===== src/rtl/ml_qspi_master.sv =====
// ml_qspi_master
// Byte-stream QSPI master for the MARLANN coprocessor link. The bus bridge
// upstream hands over one command byte at a time. Each byte is transmitted or
// received as two nibbles, high nibble first, in SPI mode 0: the slave samples
// on rising ml_clk, and data changes on falling ml_clk. ml_csb stays low across
// bytes until a byte flagged cmd_last completes. After that, ml_csb is held
// high for CSB_HOLD cycles.
//
// Ports:
//   clk, reset            system clock, synchronous active-high reset
//   cmd_valid/cmd_ready   command handshake (see below)
//   cmd_data              byte to transmit (ignored for reads)
//   cmd_read              1 = receive a byte, 0 = transmit cmd_data
//   cmd_last              release ml_csb after this byte
//   rsp_valid             one-cycle pulse when a received byte is available
//   rsp_data              received byte, held until the next rsp_valid
//   busy                  high whenever the FSM is not IDLE
//   ml_clk, ml_csb        QSPI clock and active-low chip select
//   ml_io_do/oe/di        QSPI data out, per-bit output enable, data in
//
// Handshake: a command transfers on a clk edge where cmd_valid && cmd_ready.
// cmd_ready depends only on state and reset, never on cmd_valid. The cmd_*
// fields are sampled only on that edge. The response side has no backpressure.
module ml_qspi_master #(
    parameter int CLKDIV   = 1,
    parameter int DUMMY    = 2,
    parameter int CSB_HOLD = 2
) (
    input  logic       clk,
    input  logic       reset,
    input  logic       cmd_valid,
    output logic       cmd_ready,
    input  logic [7:0] cmd_data,
    input  logic       cmd_read,
    input  logic       cmd_last,
    output logic       rsp_valid,
    output logic [7:0] rsp_data,
    output logic       busy,
    output logic       ml_clk,
    output logic       ml_csb,
    output logic [3:0] ml_io_do,
    output logic [3:0] ml_io_oe,
    input  logic [3:0] ml_io_di
);

    localparam int DIV_W       = (CLKDIV > 1) ? $clog2(CLKDIV) : 1;
    localparam int TURN_HALVES = (DUMMY > 0) ? 2 * DUMMY : 1;
    localparam int HALF_MAX    = (TURN_HALVES > 4) ? TURN_HALVES : 4;
    localparam int HALF_W      = $clog2(HALF_MAX);
    localparam int HOLD_W      = (CSB_HOLD > 1) ? $clog2(CSB_HOLD) : 1;

    localparam logic [DIV_W-1:0]  DIV_LAST  = DIV_W'(CLKDIV - 1);
    localparam logic [HALF_W-1:0] HALF_0    = HALF_W'(0);
    localparam logic [HALF_W-1:0] HALF_1    = HALF_W'(1);
    localparam logic [HALF_W-1:0] HALF_2    = HALF_W'(2);
    localparam logic [HALF_W-1:0] HALF_3    = HALF_W'(3);
    localparam logic [HALF_W-1:0] TURN_LAST = HALF_W'(TURN_HALVES - 1);
    localparam logic [HOLD_W-1:0] HOLD_LAST = HOLD_W'((CSB_HOLD > 0) ? CSB_HOLD - 1 : 0);

    typedef enum logic [2:0] {IDLE, SHIFT, TURN, WAIT, HOLD} state_t;

    // state_q is the observation point for the FSM.
    state_t state_q, state_d;

    logic [DIV_W-1:0]  div_q;      // clk count within one ml_clk half-period
    logic [HALF_W-1:0] half_q;     // half-period index within SHIFT or TURN
    logic [HOLD_W-1:0] hold_q;     // cycles spent in HOLD
    logic              read_q;
    logic              last_q;
    logic              prev_write_q;
    logic [3:0]        tx_lo_q;
    logic [3:0]        rx_hi_q;
    logic [3:0]        rx_lo_q;
    logic [3:0]        do_q;
    logic [3:0]        oe_q;
    logic              rsp_valid_q;
    logic [7:0]        rsp_data_q;

    logic tick;
    logic accept;
    logic need_turn;
    logic shift_done;
    logic turn_done;
    logic hold_done;

    always_comb begin
        tick       = (div_q == DIV_LAST);
        shift_done = (state_q == SHIFT) && tick && (half_q == HALF_3);
        turn_done  = (state_q == TURN) && tick && (half_q == TURN_LAST);
        hold_done  = (state_q == HOLD) && (hold_q == HOLD_LAST);
        cmd_ready  = !reset && ((state_q == IDLE) || (state_q == WAIT));
        accept     = cmd_valid && cmd_ready;
        // A turnaround is only needed when the previous byte of the same
        // transaction was a write. Only WAIT can be mid-transaction.
        need_turn  = (DUMMY > 0) && (state_q == WAIT) && cmd_read && prev_write_q;
        busy       = (state_q != IDLE);
        ml_csb     = (state_q == IDLE) || (state_q == HOLD);
        // Odd half-periods are the high phase of ml_clk.
        ml_clk     = ((state_q == SHIFT) || (state_q == TURN)) && half_q[0];
        ml_io_do   = do_q;
        ml_io_oe   = oe_q;
        rsp_valid  = rsp_valid_q;
        rsp_data   = rsp_data_q;
    end

    // Next-state logic.
    always_comb begin
        state_d = state_q;
        case (state_q)
            IDLE, WAIT: begin
                if (accept) begin
                    state_d = need_turn ? TURN : SHIFT;
                end
            end
            TURN: begin
                if (turn_done) begin
                    state_d = SHIFT;
                end
            end
            SHIFT: begin
                if (shift_done) begin
                    if (!last_q) begin
                        state_d = WAIT;
                    end else if (CSB_HOLD > 0) begin
                        state_d = HOLD;
                    end else begin
                        state_d = IDLE;
                    end
                end
            end
            HOLD: begin
                if (hold_done) begin
                    state_d = IDLE;
                end
            end
            default: state_d = IDLE;
        endcase
    end

    always_ff @(posedge clk) begin
        if (reset) begin
            state_q <= IDLE;
        end else begin
            state_q <= state_d;
        end
    end

    // Datapath: divider, nibble shifting, capture and response.
    always_ff @(posedge clk) begin
        if (reset) begin
            div_q        <= '0;
            half_q       <= '0;
            hold_q       <= '0;
            read_q       <= 1'b0;
            last_q       <= 1'b0;
            prev_write_q <= 1'b0;
            tx_lo_q      <= '0;
            rx_hi_q      <= '0;
            rx_lo_q      <= '0;
            do_q         <= '0;
            oe_q         <= '0;
            rsp_valid_q  <= 1'b0;
            rsp_data_q   <= '0;
        end else begin
            rsp_valid_q <= 1'b0;
            if (accept) begin
                div_q  <= '0;
                half_q <= '0;
                read_q <= cmd_read;
                last_q <= cmd_last;
                if (cmd_read) begin
                    oe_q <= 4'h0;
                end else begin
                    // The high nibble is on the bus in the first cycle of the byte.
                    oe_q    <= 4'hF;
                    do_q    <= cmd_data[7:4];
                    tx_lo_q <= cmd_data[3:0];
                end
            end else if ((state_q == SHIFT) || (state_q == TURN)) begin
                if (!tick) begin
                    div_q <= div_q + 1'b1;
                end else begin
                    div_q <= '0;
                    if (shift_done || turn_done) begin
                        half_q <= '0;
                    end else begin
                        half_q <= half_q + 1'b1;
                    end
                    if (state_q == SHIFT) begin
                        // Capture on the edge that raises ml_clk, which is the
                        // same instant the slave samples our data.
                        if ((half_q == HALF_0) && read_q) begin
                            rx_hi_q <= ml_io_di;
                        end
                        // The low nibble changes on the edge that drops ml_clk.
                        if ((half_q == HALF_1) && !read_q) begin
                            do_q <= tx_lo_q;
                        end
                        if ((half_q == HALF_2) && read_q) begin
                            rx_lo_q <= ml_io_di;
                        end
                        if (shift_done) begin
                            prev_write_q <= !read_q;
                            hold_q       <= '0;
                            if (read_q) begin
                                rsp_valid_q <= 1'b1;
                                rsp_data_q  <= {rx_hi_q, rx_lo_q};
                            end
                            if (last_q) begin
                                oe_q <= 4'h0;
                            end
                        end
                    end
                end
            end else if (state_q == HOLD) begin
                hold_q <= hold_q + 1'b1;
            end
        end
    end

endmodule


===== config.mk =====
export PLATFORM = sky130hd
export DESIGN_NAME = ml_qspi_master
export DESIGN_NICKNAME = d
export VERILOG_FILES = /design/src/rtl/ml_qspi_master.sv
export SDC_FILE = /design/constraint.sdc
export NUM_CORES = 1
export LEC_CHECK = 0
export CAP_MARGIN = 15
export CELL_PAD_IN_SITES_DETAIL_PLACEMENT = 2
export CELL_PAD_IN_SITES_GLOBAL_PLACEMENT = 2
export CORE_UTILIZATION = 33
export DETAILED_ROUTE_END_ITERATION = 10
export DONT_BUFFER_PORTS = 1
export PLACE_DENSITY = 0.73
export SLEW_MARGIN = 20
export SYNTH_ARGS = -nofsm -noshare
export SYNTH_HDL_FRONTEND = slang
export SYNTH_SLANG_ARGS = --single-unit

===== constraint.sdc =====
create_clock -name clk -period 1.35 [get_ports clk]
set_clock_uncertainty 0.1 [all_clocks]
set_input_delay 0.27 -clock clk [delete_from_list [all_inputs] [get_ports clk]]
set_output_delay 0.27 -clock clk [all_outputs]
set_load 0.1 [all_outputs]

# After elaboration in Yosys (flattened, before gate mapping)
# Index checks and enable logic that the tools add are counted.
[totals]
regBits = 39
input_bits = 17
out_inout_bits = 21
wordCells = 108
[classes]
addsub = 3
eq_ne = 16
muxes = 28
bitwise_logic = 6
n_reduce_logical = 41
[op_table]
columns = ["op", "n"]
rows = [
  ["4-bit 2-to-1 mux", 13],
  ["5-bit AND reduction", 6],
  ["2-bit inequality test (second input constant)", 8],
  ["3-bit 2-to-1 mux", 5],
  ["1-bit logical AND", 13],
  ["3-bit case mux with 4 select lines", 1],
  ["2-bit nonzero test", 6],
  ["1-bit 2-to-1 mux", 7],
  ["3-bit by 2-bit == test with 1-bit output (second input constant)", 2],
  ["1-bit inverter", 6],
  ["6-bit AND reduction", 1],
  ["6-bit OR reduction", 1],
  ["2-bit == test (second input constant)", 2],
  ["1-bit logical OR", 4],
  ["2-bit 2-to-1 mux", 2],
  ["2-bit AND reduction", 2],
  ["4-bit AND reduction", 1],
  ["2-bit OR reduction", 2],
  ["3-bit by 1-bit == test with 1-bit output (second input constant)", 1],
  ["3-bit == test (second input constant)", 1],
  ["3-bit logical NOT", 1],
  ["3-bit nonzero test", 1],
  ["1-bit adder (second input constant)", 2],
  ["2-bit by 1-bit adder with 2-bit output (second input constant)", 1],
  ["other kinds (4)", 5],
]

# Depth between registers and ports, before layout
# Gate-level depths: netlist (run 1).
[logic_depth]
depth_word = 8
mapped_depth = 6
depth_no_buf = 5

# Worst setup path before layout (run 1)
# Ideal clock, no wire load.
[synth_timing]
kind = "reg-to-output"
start = "register state_q[0]"
end = "output port cmd_ready"
t_arrival_ns = 3.149
required_time_ns = 0.980
path_slack_ns = -2.169
stages_incl_launch_ff = 5
n_path_buf = 2
path_cell_list = "dfxtp_1 -> buf_4 -> xnor2_2 -> buf_2 -> nor3b_1"
[synth_between]
elab_chain_cells = 3
elab_cells_between_ends = 4
classes_between = "1 x eq/ne; 3 x reduce/logical"
[synth_rtl]
columns = ["item", "line_no", "source"]
rows = [
  ["start: declaration", "63", "state_t state_q, state_d;"],
  ["start signal: assignment", "144", "state_q <= state_d;"],
  ["3-bit by 2-bit == test with 1-bit output / 3-bit logical NOT (equally long branches)", "91", "cmd_ready = !reset && ((state_q == IDLE) || (state_q == WAIT));"],
  ["1-bit logical OR (*)", "91", ""],
  ["1-bit logical AND (*)", "91", ""],
  ["end: declaration", "32", "output logic cmd_ready,"],
]
# Every way passes the cells marked *; elsewhere a longest branch is shown, timed or not.

# Worst setup path after layout (run 1)
[layout_timing]
start = "register state_q[0]"
end = "register rsp_data_q[1], in the netlist rsp_data[1]"
[layout_between]
elab_chain_cells = 6
elab_cells_between_ends = 12
classes_between = "3 x eq/ne; 1 x bitwise; 8 x reduce/logical"
[layout_rtl]
columns = ["item", "line_no", "source"]
rows = [
  ["3-bit by 2-bit == test with 1-bit output / 3-bit logical NOT (equally long branches)", "91", ""],
  ["1-bit logical OR", "91", ""],
  ["1-bit logical AND", "91", ""],
  ["1-bit logical AND", "92", "accept = cmd_valid && cmd_ready;"],
  ["1-bit inverter (no source line)", "-", ""],
  ["6-bit AND reduction (no source line) (*)", "-", ""],
  ["end signal: assignment", "207", "rsp_data_q <= {rx_hi_q, rx_lo_q};"],
  ["end: declaration", "77", "logic [7:0] rsp_data_q;"],
]
# Marks and branches as above.
# A chain may end at the register's enable or synchronous reset.

==> run_results.csv, run 1 <==
group,metric,value,unit
synth,synth.area.top_cells,"dfxtp_1, mux2i_1, nor2_1",
placed_design,place.port_buffers,0,
final_layout,drive_gt1_share,64.9,%
grt,grt_max_degree,39,
pwr,pwr_density_cell,925,nW/um2
floorplan,initial_core_util,35.3,%
grt,grtUsageTotal,27.2,%
route,drc_errors,4,
route,wl_per_cell,29.8,um
sta,finalWorstSetupSlack,-546,ps
synth,synthMuxAreaShare,10.1,%
critical_path,regToRegStartpoint,"state_q[0]",
critical_path,worst-path-max-fanout,4,
clocking,htree_levels,2,
sta,fin_crit_sh,140,%
final_layout,area_delta_synth_final,81.2,%
sta,tightest_slew,507,ps
sta,fmax,528,MHz
floorplan,die_y,71.2,um
clocking,cts_tree,"built",
sta,setup_viol,43,
grt,gr-total-overflow,0,
hold_path,hold_depth,1,
route,dr.pass1.iters,7,
pwr,p_leak,1.14,nW
synth,synth_edf_count,0,
clocking,cts.sinks,35,
route,vias,1585,
sta,hold_viol_final,34,
synth,async_reset_ff_share,0,%
critical_path,start_kind,"register",
clocking,cts_buffers,5,
clocking,clock-root-buffer,"clkbuf_8",
final_layout,layout.nets,245,
synth,synth_top_family_by_area,"simple AND/OR/NAND/NOR gates",
synth,synthFlopType,"dfxtp_1",
final_layout,final_cell_mix,"buf_4, nor2_1, dfxtp_1",
clocking,worstSkewPairLatency,300,ps
critical_path,criticalPathCategory,"reg2reg",
synth,synthCells,172,
route,wl_met2,4110,um
synth,synth-simple-area-share,21.5,%
floorplan,num_rows,24,
synth,ys_seq_area_share,44.3,%
route,wl_met3,442,um
clocking,clk_pin_slew,80,ps
route,route.antenna.remaining_nets,0,
synth,synth.largest_area_cell,"dfxtp_1",
floorplan,die-area,5070,um2
final_layout,final_common_cell,"buf_4",
status,violations,"DRC, hold timing, setup timing",
sta,slew_viol_final,0,
route,highest-signal-layer,"met4",
route,wl_met1,3390,um
floorplan,die_w,71.2,um
synth,syn_nets,193,
critical_path,crit_required,1430,ps
sta,rsz0062_at_grt,"yes",
pwr,peakVddDrop,0.000729,V
flow_run,cap_violations,0,
grt,grt_pass1_wl,10200,um
sta,max_slew_margin,66.1,%
synth,synth_seq_cells,35,
critical_path,crit_path_end_kind,"register",
grt,antenna_found_initial,0,
hold_path,hold_path_class,"in2reg",
synth,synth_fa_ha_area_share,3.17,%
route,detailedRoute.firstIterationViolations,113,
critical_path,worstSetupStartpoint,"state_q[0]",
critical_path,r2r-end,"rsp_data[1]",
critical_path,reg2reg_depth,9,
critical_path,cp.arrival,1970,ps
synth,synthXorXnorAreaFrac,1.03,%
placed_design,gp_congestion,0.740,
status,outcome,"finished with violations",
sta,setup_tns,-13910,ps
placed_design,place_hpwl,3440,um
synth,yosys_warnings,0,
synth,synthesis.area,1580,um2
floorplan,io_pins,38,
critical_path,reg2reg_slack,-550,ps
floorplan,placeableCoreArea,4470,um2
final_layout,antenna_cells,0,
sta,min_period,1900,ps
synth,synth_compound_area_share,12.6,%
hold_path,hold_end,"ml_io_do[3]",
route,vias_per_cell,5.72,
sta,hold_ws,-85.6,ps
synth,synth_area_per_cell,9.19,um2
clocking,clockBufferDepth,2,
synth,synth_top_area_share,44.3,%
synth,synth_cell_types,34,
grt,grt_pass1_vias,1775,
route,wirelength,8260,um
hold_path,hold_start,"reset",
worst max-delay path by stage:
stage / endpoint / slack, ps / depth (start not counted)
2_1_floorplan: cmd_ready / -650 / 4
3_3_place_gp: ml_io_do[0] / -150 / 5
3_5_place_dp: ml_io_do[0] / -270 / 5
4_1_cts: cmd_ready / -440 / 4
5_1_grt: rsp_data[1] / -580 / 9
6_report: rsp_data[1] / -550 / 9
report_power, final:
group / internal, W / switching, W / total, W
Combinational: 0.000259 / 0.000383 / 0.000642
Sequential: 0.00105 / 0.0000365 / 0.00109
Clock: 0.000476 / 0.000441 / 0.000917
worst max-delay path, stage by stage, from the launching register on:
cell and delay, ps:
dfxtp_2 370, buf_4 120, buf_4 100, nor3b_4 190, buf_6 150, buf_12 110, nand3_4 120, buf_16 190
mux2i_1 220, nor2_1 100
cells in the mapped netlist (2+ instances only):
library cell	instances
o21ai_0	2
nand2_1	16
a21oi_1	12
nor3b_1	2
ha_1	4
nor4_1	2
nor2_1	23
inv_1	10
nand3b_1	2
a221oi_1	3
o31ai_1	2
buf_2	4
nand3_1	10
mux2i_1	16
buf_4	5
nor3_1	3
dfxtp_1	35
a211oi_1	2
clkbuf_1	4
sequential cells by signal (all words and copies together), names as in the netlist:
| register | flops |
|---|---|
| tx_lo_q | 4 |
| rsp_valid | 1 |
| rx_lo_q | 4 |
| rsp_data | 8 |
| half_q | 2 |
| ml_io_do | 4 |
| hold_q | 1 |
| rx_hi_q | 4 |
| last_q | 1 |
| read_q | 1 |
| ml_io_oe | 1 |
| prev_write_q | 1 |
| state_q | 3 |
area by class of cell:
cell class                      instances  area (um2)
Tap cell                               52        65.1
Clock buffer                            6        93.8
Sequential cell                        35         736
Multi-Input combinational cell        113        1150
Inverter                               10        37.5
Fill cell                             376        1610
Timing Repair Buffer                   59         766
Clock inverter                          2        13.8
routing by layer:
layer | vias to the layer above | GRT usage [%]
met5 | - | 0
met1 | 806 | 33.4
li1 | 695 | -
met2 | 59 | 47.2
met4 | 0 | 8.44
met3 | 25 | 6.27
through the flow:
stage	setup WS [ps]	cells	instance area, um2	utilization [%]	total power (W)
detailed placement	-266	248	2110	47.1	0.00154
global placement	-152	248	2110	47.1	0.00152
finish	-546	277	2860	64.0	0.00265
CTS	-440	271	2590	57.8	0.00252
global route	-581	277	2860	64.0	0.00274
floorplan	-650	172	1680	-	0.00144
cell families (layout without fill, tap and decap cells):
kind of cell / Yosys count / after routing
AOI/OAI and AO/OA: 27 / 27
xor gates and xnor gates: 1 / 1
adders and majority gates: 4 / 4
buffers and inverters: 24 / 77
DFF: 35 / 35
muxes: 16 / 16
and+or+nand+nor: 65 / 65
repair_timing:
item | CTS | global route
gates cloned | 1 | 0
pin swaps | 12 | 16
endpoints found under the setup margin | 43 | 43
hold endpoints to repair | 34 | 34
gates resized for setup | 55 | 53
buffers inserted | 14 | 11
No activity file was read; power rests on OpenSTA's default activity.
==> inputs of run 2 (changes only) <==
Settings changed: GPL_TIMING_DRIVEN set to 0, TNS_END_PERCENT set to 5.
==> run_results.csv, run 2 (synthesized netlist as in run 1, its figures left out) <==
group,metric,value,unit
critical_path,slowest_stage,"nor3b_4",
route,dr.pass1.iters,9,
final_layout,fin_util,44.8,%
placed_design,dp_worst_setup_slack,-819,ps
sta,hold_viol_final,0,
critical_path,crit_path_cell_trace,"buf_6 > xnor2_4 > buf_6 > nor3b_4",
grt,grtUsageMet1,25.0,%
route,wl_per_cell,19.5,um
route,vias_per_cell,5.37,
grt,grt_pass1_wl,7660,um
grt,grt_util_met2,34.2,%
critical_path,criticalPathCategory,"reg2out",
sta,finalWorstSetupSlack,-902,ps
clocking,clk_pin_slew,70,ps
final_layout,antenna_cells,0,
floorplan,die_y,71.2,um
sta,max_slew_margin,30.9,%
final_layout,final_cell_mix,"nor2_1, mux2i_1, dfxtp_1",
critical_path,critical_path.max_stage_delay,850,ps
status,violations,"DRC, setup timing",
hold_path,hold_start,"cmd_data[6]",
clocking,cts.sinks,35,
floorplan,placeableCoreArea,4470,um2
grt,use_met3,3.85,%
final_layout,layout.nets,207,
hold_path,hold_depth,2,
placed_design,dpl_cell_area,1690,um2
clocking,cts_buffers,5,
status,outcome,"finished with violations",
hold_path,hold_end,"ml_io_do[2]",
grt,antenna_found_initial,0,
critical_path,start_kind,"register",
placed_design,gp_congestion,0.731,
floorplan,initial_core_util,35.3,%
route,detailedRoute.firstIterationViolations,55,
pwr,peakVddDrop,0.000461,V
grt,grt_max_degree,12,
critical_path,crit_buf_inv,2,
critical_path,reg2reg_slack,-360,ps
grt,grtUsageTotal,20.0,%
clocking,htree_levels,2,
placed_design,place_hpwl,2990,um
route,wirelength,4670,um
placed_design,place.port_buffers,0,
critical_path,r2r-end,"ml_io_do[2]",
final_layout,area_delta_synth_final,26.8,%
critical_path,crit_path_end_kind,"primary output",
sta,rsz0062_at_grt,"yes",
final_layout,fin_area,2000,um2
clocking,clockBufferDepth,2,
critical_path,crit_required,980,ps
sta,slew_viol_final,0,
final_layout,final_common_cell,"nor2_1",
floorplan,num_rows,24,
sta,fmax,444,MHz
clocking,worstSkewPairLatency,290,ps
final_layout,drive_gt1_share,34.8,%
floorplan,io_pins,38,
critical_path,cp_top_family,"simple AND/OR/NAND/NOR gates",
grt,gr-total-overflow,0,
route,drc_errors,5,
critical_path,cpMostUsedCell,"buf_6",
sta,setup_viol,41,
sta,fin_crit_sh,167,%
grt,grt_pass1_vias,1429,
sta,min_period,2250,ps
final_layout,largest_reg_flops,8,
floorplan,die_w,71.2,um
pwr,pwr_density_cell,1140,nW/um2
hold_path,hold_path_class,"in2reg",
route,vias,1283,
floorplan,die-area,5070,um2
sta,tightest_slew,1040,ps
critical_path,cp.arrival,1880,ps
clocking,clock-root-buffer,"clkbuf_8",
grt,grt.busiest_layer,"met2",
critical_path,reg2reg_depth,7,
clocking,cts_tree,"built",
flow_run,cap_violations,0,
route,route.antenna.remaining_nets,0,
critical_path,worst-path-max-fanout,2,
pwr,p_leak,0.845,nW
critical_path,regToRegStartpoint,"state_q[0]",
final_layout,fill_cells,470,
-- run 2: changes by cell type in the layout (fill, tap and decap cells not counted), moves of 6 or more --
cell / before / now
buf_4: 22 / 3
nand2_1: 9 / 15
buf_12: 16 / 3
mux2i_1: 9 / 16
a21oi_1: 5 / 11
buf_6: 16 / 5
-- run 2: report_power, final --
group / total (W) / leakage [nW] / internal, W / switching (W)
clock network: 0.000755 / 0.0412 / 0.000361 / 0.000395
logic: 0.000372 / 0.510 / 0.000133 / 0.000239
registers: 0.00116 / 0.294 / 0.00106 / 0.000105
total: 0.00229 / 0.845 / 0.00155 / 0.000739
-- run 2: metal layers --
metal  part of all wire (%)  vias up
met3                    3.3        5
met1                     44      634
met4                    1.3        0
li1                       -      621
met2                     51       23
met5                      0        -
-- run 2: layout make-up --
type	instances	area (um2)	share of cell area, %
clock inverters	2	12.5	0.624
clock buffers	6	72.6	3.62
inverters	10	37.5	1.87
repair buffers	7	68.8	3.43
multi-input cells	113	866	43.2
well taps	52	65.1	3.25
flip-flops and latches	35	734	36.6
plain buffers	14	148	7.37
-- run 2: stage by stage --
| stage | cells | power [W] | hold WS [ps] | setup TNS [ps] |
|---|---|---|---|---|
| after floorplan | 172 | 0.00143 | 278 | -5970 |
| after global placement | 224 | 0.00147 | 283 | -12570 |
| after detailed placement | 224 | 0.00148 | 289 | -15470 |
| after CTS | 238 | 0.00229 | 15.8 | -9790 |
| after global routing | 239 | 0.00238 | 26.8 | -12930 |
| final | 239 | 0.00229 | 23.4 | -9830 |
-- run 2: how the worst max path moves through the flow --
| stage | startpoint | to | slack [ps] | depth (start not counted) |
|---|---|---|---|---|
| 6_report | state_q[0] | cmd_ready | -900 | 4 |
| 5_1_grt | state_q[0] | cmd_ready | -950 | 4 |
| 4_1_cts | state_q[0] | ml_clk | -950 | 5 |
| 3_5_place_dp | state_q[2] | busy | -820 | 2 |
| 3_3_place_gp | state_q[2] | busy | -810 | 2 |
| 2_1_floorplan | state_q[0] | cmd_ready | -650 | 4 |
-- run 2: repair_timing --
item,4_1_cts,5_1_grt
gates resized for setup,48,12
buffers inserted,4,1
endpoints found under the hold margin,2,0
hold buffers,2,0
pin swaps,12,6
endpoints found under the setup margin,56,42
==> inputs of run 3 (changes only) <==
==> constraint.sdc (replaced) <==
create_clock -name clk -period 1.35 [get_ports clk]
set_clock_uncertainty 0.1 [all_clocks]
set_input_delay 0.135 -clock clk [delete_from_list [all_inputs] [get_ports clk]]
set_output_delay 0.135 -clock clk [all_outputs]
set_load 0.1 [all_outputs]
==> run_results.csv, run 3 (synthesized netlist as in run 1, its figures left out) <==
group,metric,value,unit
status,outcome,"finished with violations",
status,violations,"DRC, hold timing, setup timing",
critical_path,worst-path-max-fanout,2,
critical_path,cp_top_family,"simple AND/OR/NAND/NOR gates",
final_layout,antenna_cells,0,
sta,max_slew_margin,30.8,%
clocking,clock-root-buffer,"clkbuf_8",
clocking,ctsHoldBuffers,14,
critical_path,reg2reg_slack,-340,ps
critical_path,critical_path.max_stage_delay,850,ps
clocking,clockBufferDepth,2,
route,wirelength,4740,um
floorplan,die_w,71.2,um
critical_path,endpoint,"cmd_ready",
pwr,pwr-share-seq,50.3,%
critical_path,reg2reg_depth,4,
sta,hold_viol_final,2,
final_layout,drive_gt1_share,32.8,%
pwr,p_int,0.00157,W
pwr,pwr-share-clk,32.7,%
grt,use_met3,3.99,%
grt,grt_max_degree,12,
critical_path,crit_required,1120,ps
grt,antenna_found_initial,0,
sta,tightest_slew,1040,ps
clocking,cts_buffers,5,
sta,fmax,469,MHz
pwr,switching_power,0.000748,W
final_layout,largest_reg_flops,8,
clocking,cts_tree,"built",
grt,grt_util_met2,36.8,%
floorplan,num_rows,24,
route,wl_per_cell,19.0,um
floorplan,die_y,71.2,um
hold_path,hold_path_class,"in2reg",
critical_path,worstSetupStartpoint,"state_q[0]",
floorplan,die-area,5070,um2
final_layout,final_cell_mix,"nor2_1, dfxtp_2, mux2i_1, dfxtp_1, nand2_1",
final_layout,layout.nets,218,
route,vias_per_cell,5.34,
placed_design,place_hpwl,3080,um
grt,gr-total-overflow,0,
floorplan,io_pins,38,
sta,hold_ws,-7.31,ps
critical_path,crit_buf_inv,2,
final_layout,area_delta_synth_final,34.0,%
route,dr.pass1.iters,7,
sta,rsz0062_at_grt,"yes",
route,drc_errors,4,
critical_path,regToRegStartpoint,"state_q[2]",
critical_path,slowest_stage,"nor3b_4",
critical_path,cpMostUsedCell,"buf_6",
floorplan,initial_core_util,35.3,%
placed_design,place.port_buffers,0,
critical_path,r2r-end,"ml_io_do[0]",
final_layout,fin_util,47.3,%
grt,grt_pass1_vias,1518,
sta,slew_viol_final,0,
sta,setup_viol,40,
route,vias,1335,
grt,grt.busiest_layer,"met2",
pwr,pwr_density_cell,1090,nW/um2
placed_design,dpl_cell_area,1700,um2
clocking,worstSkewPairLatency,290,ps
grt,grtUsageMet1,25.9,%
sta,finalWorstSetupSlack,-784,ps
critical_path,crit_path_cell_trace,"buf_6 > xnor2_4 > buf_6 > nor3b_4",
clocking,htree_levels,2,
clocking,clk_pin_slew,70,ps
critical_path,cp.depth,4,
critical_path,start_kind,"register",
critical_path,cp.arrival,1900,ps
final_layout,fin_area,2120,um2
sta,min_period,2130,ps
grt,grtUsageTotal,20.7,%
flow_run,cap_violations,0,
critical_path,crit_path_end_kind,"primary output",
placed_design,gp_congestion,0.732,
pwr,p_sw_share,32.3,%
clocking,cts.sinks,35,
pwr,peakVddDrop,0.000379,V
pwr,pwr-share-comb,17.0,%
pwr,fin_total_pwr,0.00232,W
route,detailedRoute.firstIterationViolations,21,
sta,fin_crit_sh,158,%
route,route.antenna.remaining_nets,0,
critical_path,criticalPathCategory,"reg2out",
floorplan,placeableCoreArea,4470,um2
final_layout,final_common_cell,"nor2_1",
pwr,p_leak,0.891,nW
grt,grt_pass1_wl,7970,um
## run 3: changes by cell type in the layout (fill, tap and decap cells not counted), sizes merged
| cell | change |
|---|---|
| dlygate4sd3 | +11 |
| buf | -2 |
| clkbuf | +1 |
| dlymetal6s4s | +1 |
## run 3: worst min-delay path, stage by stage
cell and delay, ps:
nor4b_4 50, nand3_1 90, a21oi_1 60
## run 3: power by group through the flow
| stage | Sequential, W | Clock [W] | Combinational [W] |
|---|---|---|---|
| final | 0.00117 | 0.000758 | 0.000394 |
| after global routing | 0.00117 | 0.000820 | 0.000420 |
| after CTS | 0.00117 | 0.000773 | 0.000380 |
| after detailed placement | 0.00118 | 0 | 0.000300 |
| after global placement | 0.00118 | 0 | 0.000291 |
| after floorplan | 0.00118 | 0 | 0.000261 |
## run 3: routing by layer
metal / vias to the layer above / share of wire (%)
met5: - / 0
met3: 6 / 3.2
met2: 27 / 52
li1: 639 / -
met4: 0 / 1.1
met1: 663 / 44
## run 3: area by class of cell
cell class / instances / area [um2]
buffer: 14 / 150
tap: 52 / 65.1
timing repair buffer: 18 / 180
fill: 479 / 2360
clock buffer: 6 / 72.6
sequential: 35 / 729
clock inverter: 2 / 12.5
inverter: 10 / 37.5
multi-input combinational: 113 / 871
## run 3: what timing repair did
item,4_1_cts,5_1_grt
gates resized for setup,48,10
hold endpoints to repair,18,1
setup endpoints to repair,56,41
setup buffers,4,0
pin swaps,10,4
## run 3: how the worst min path moves through the flow
stage / start / endpoint / slack [ps] / cells after the start
floorplan: cmd_last / last_q / 140 / 2
global placement: cmd_last / last_q / 150 / 2
detailed placement: cmd_last / last_q / 160 / 2
CTS: reset / tx_lo_q[2] / -20 / 3
global route: reset / tx_lo_q[0] / -8 / 3
finish: reset / tx_lo_q[0] / -7 / 3
## run 3: metrics by stage
step	setup TNS [ps]	setup slack, ps	cells
3_5_place_dp	-13500	-690	224
4_1_cts	-9170	-789	250
5_1_grt	-11710	-844	250
2_1_floorplan	-4470	-522	172
6_report	-8410	-784	250
3_3_place_gp	-11060	-672	224
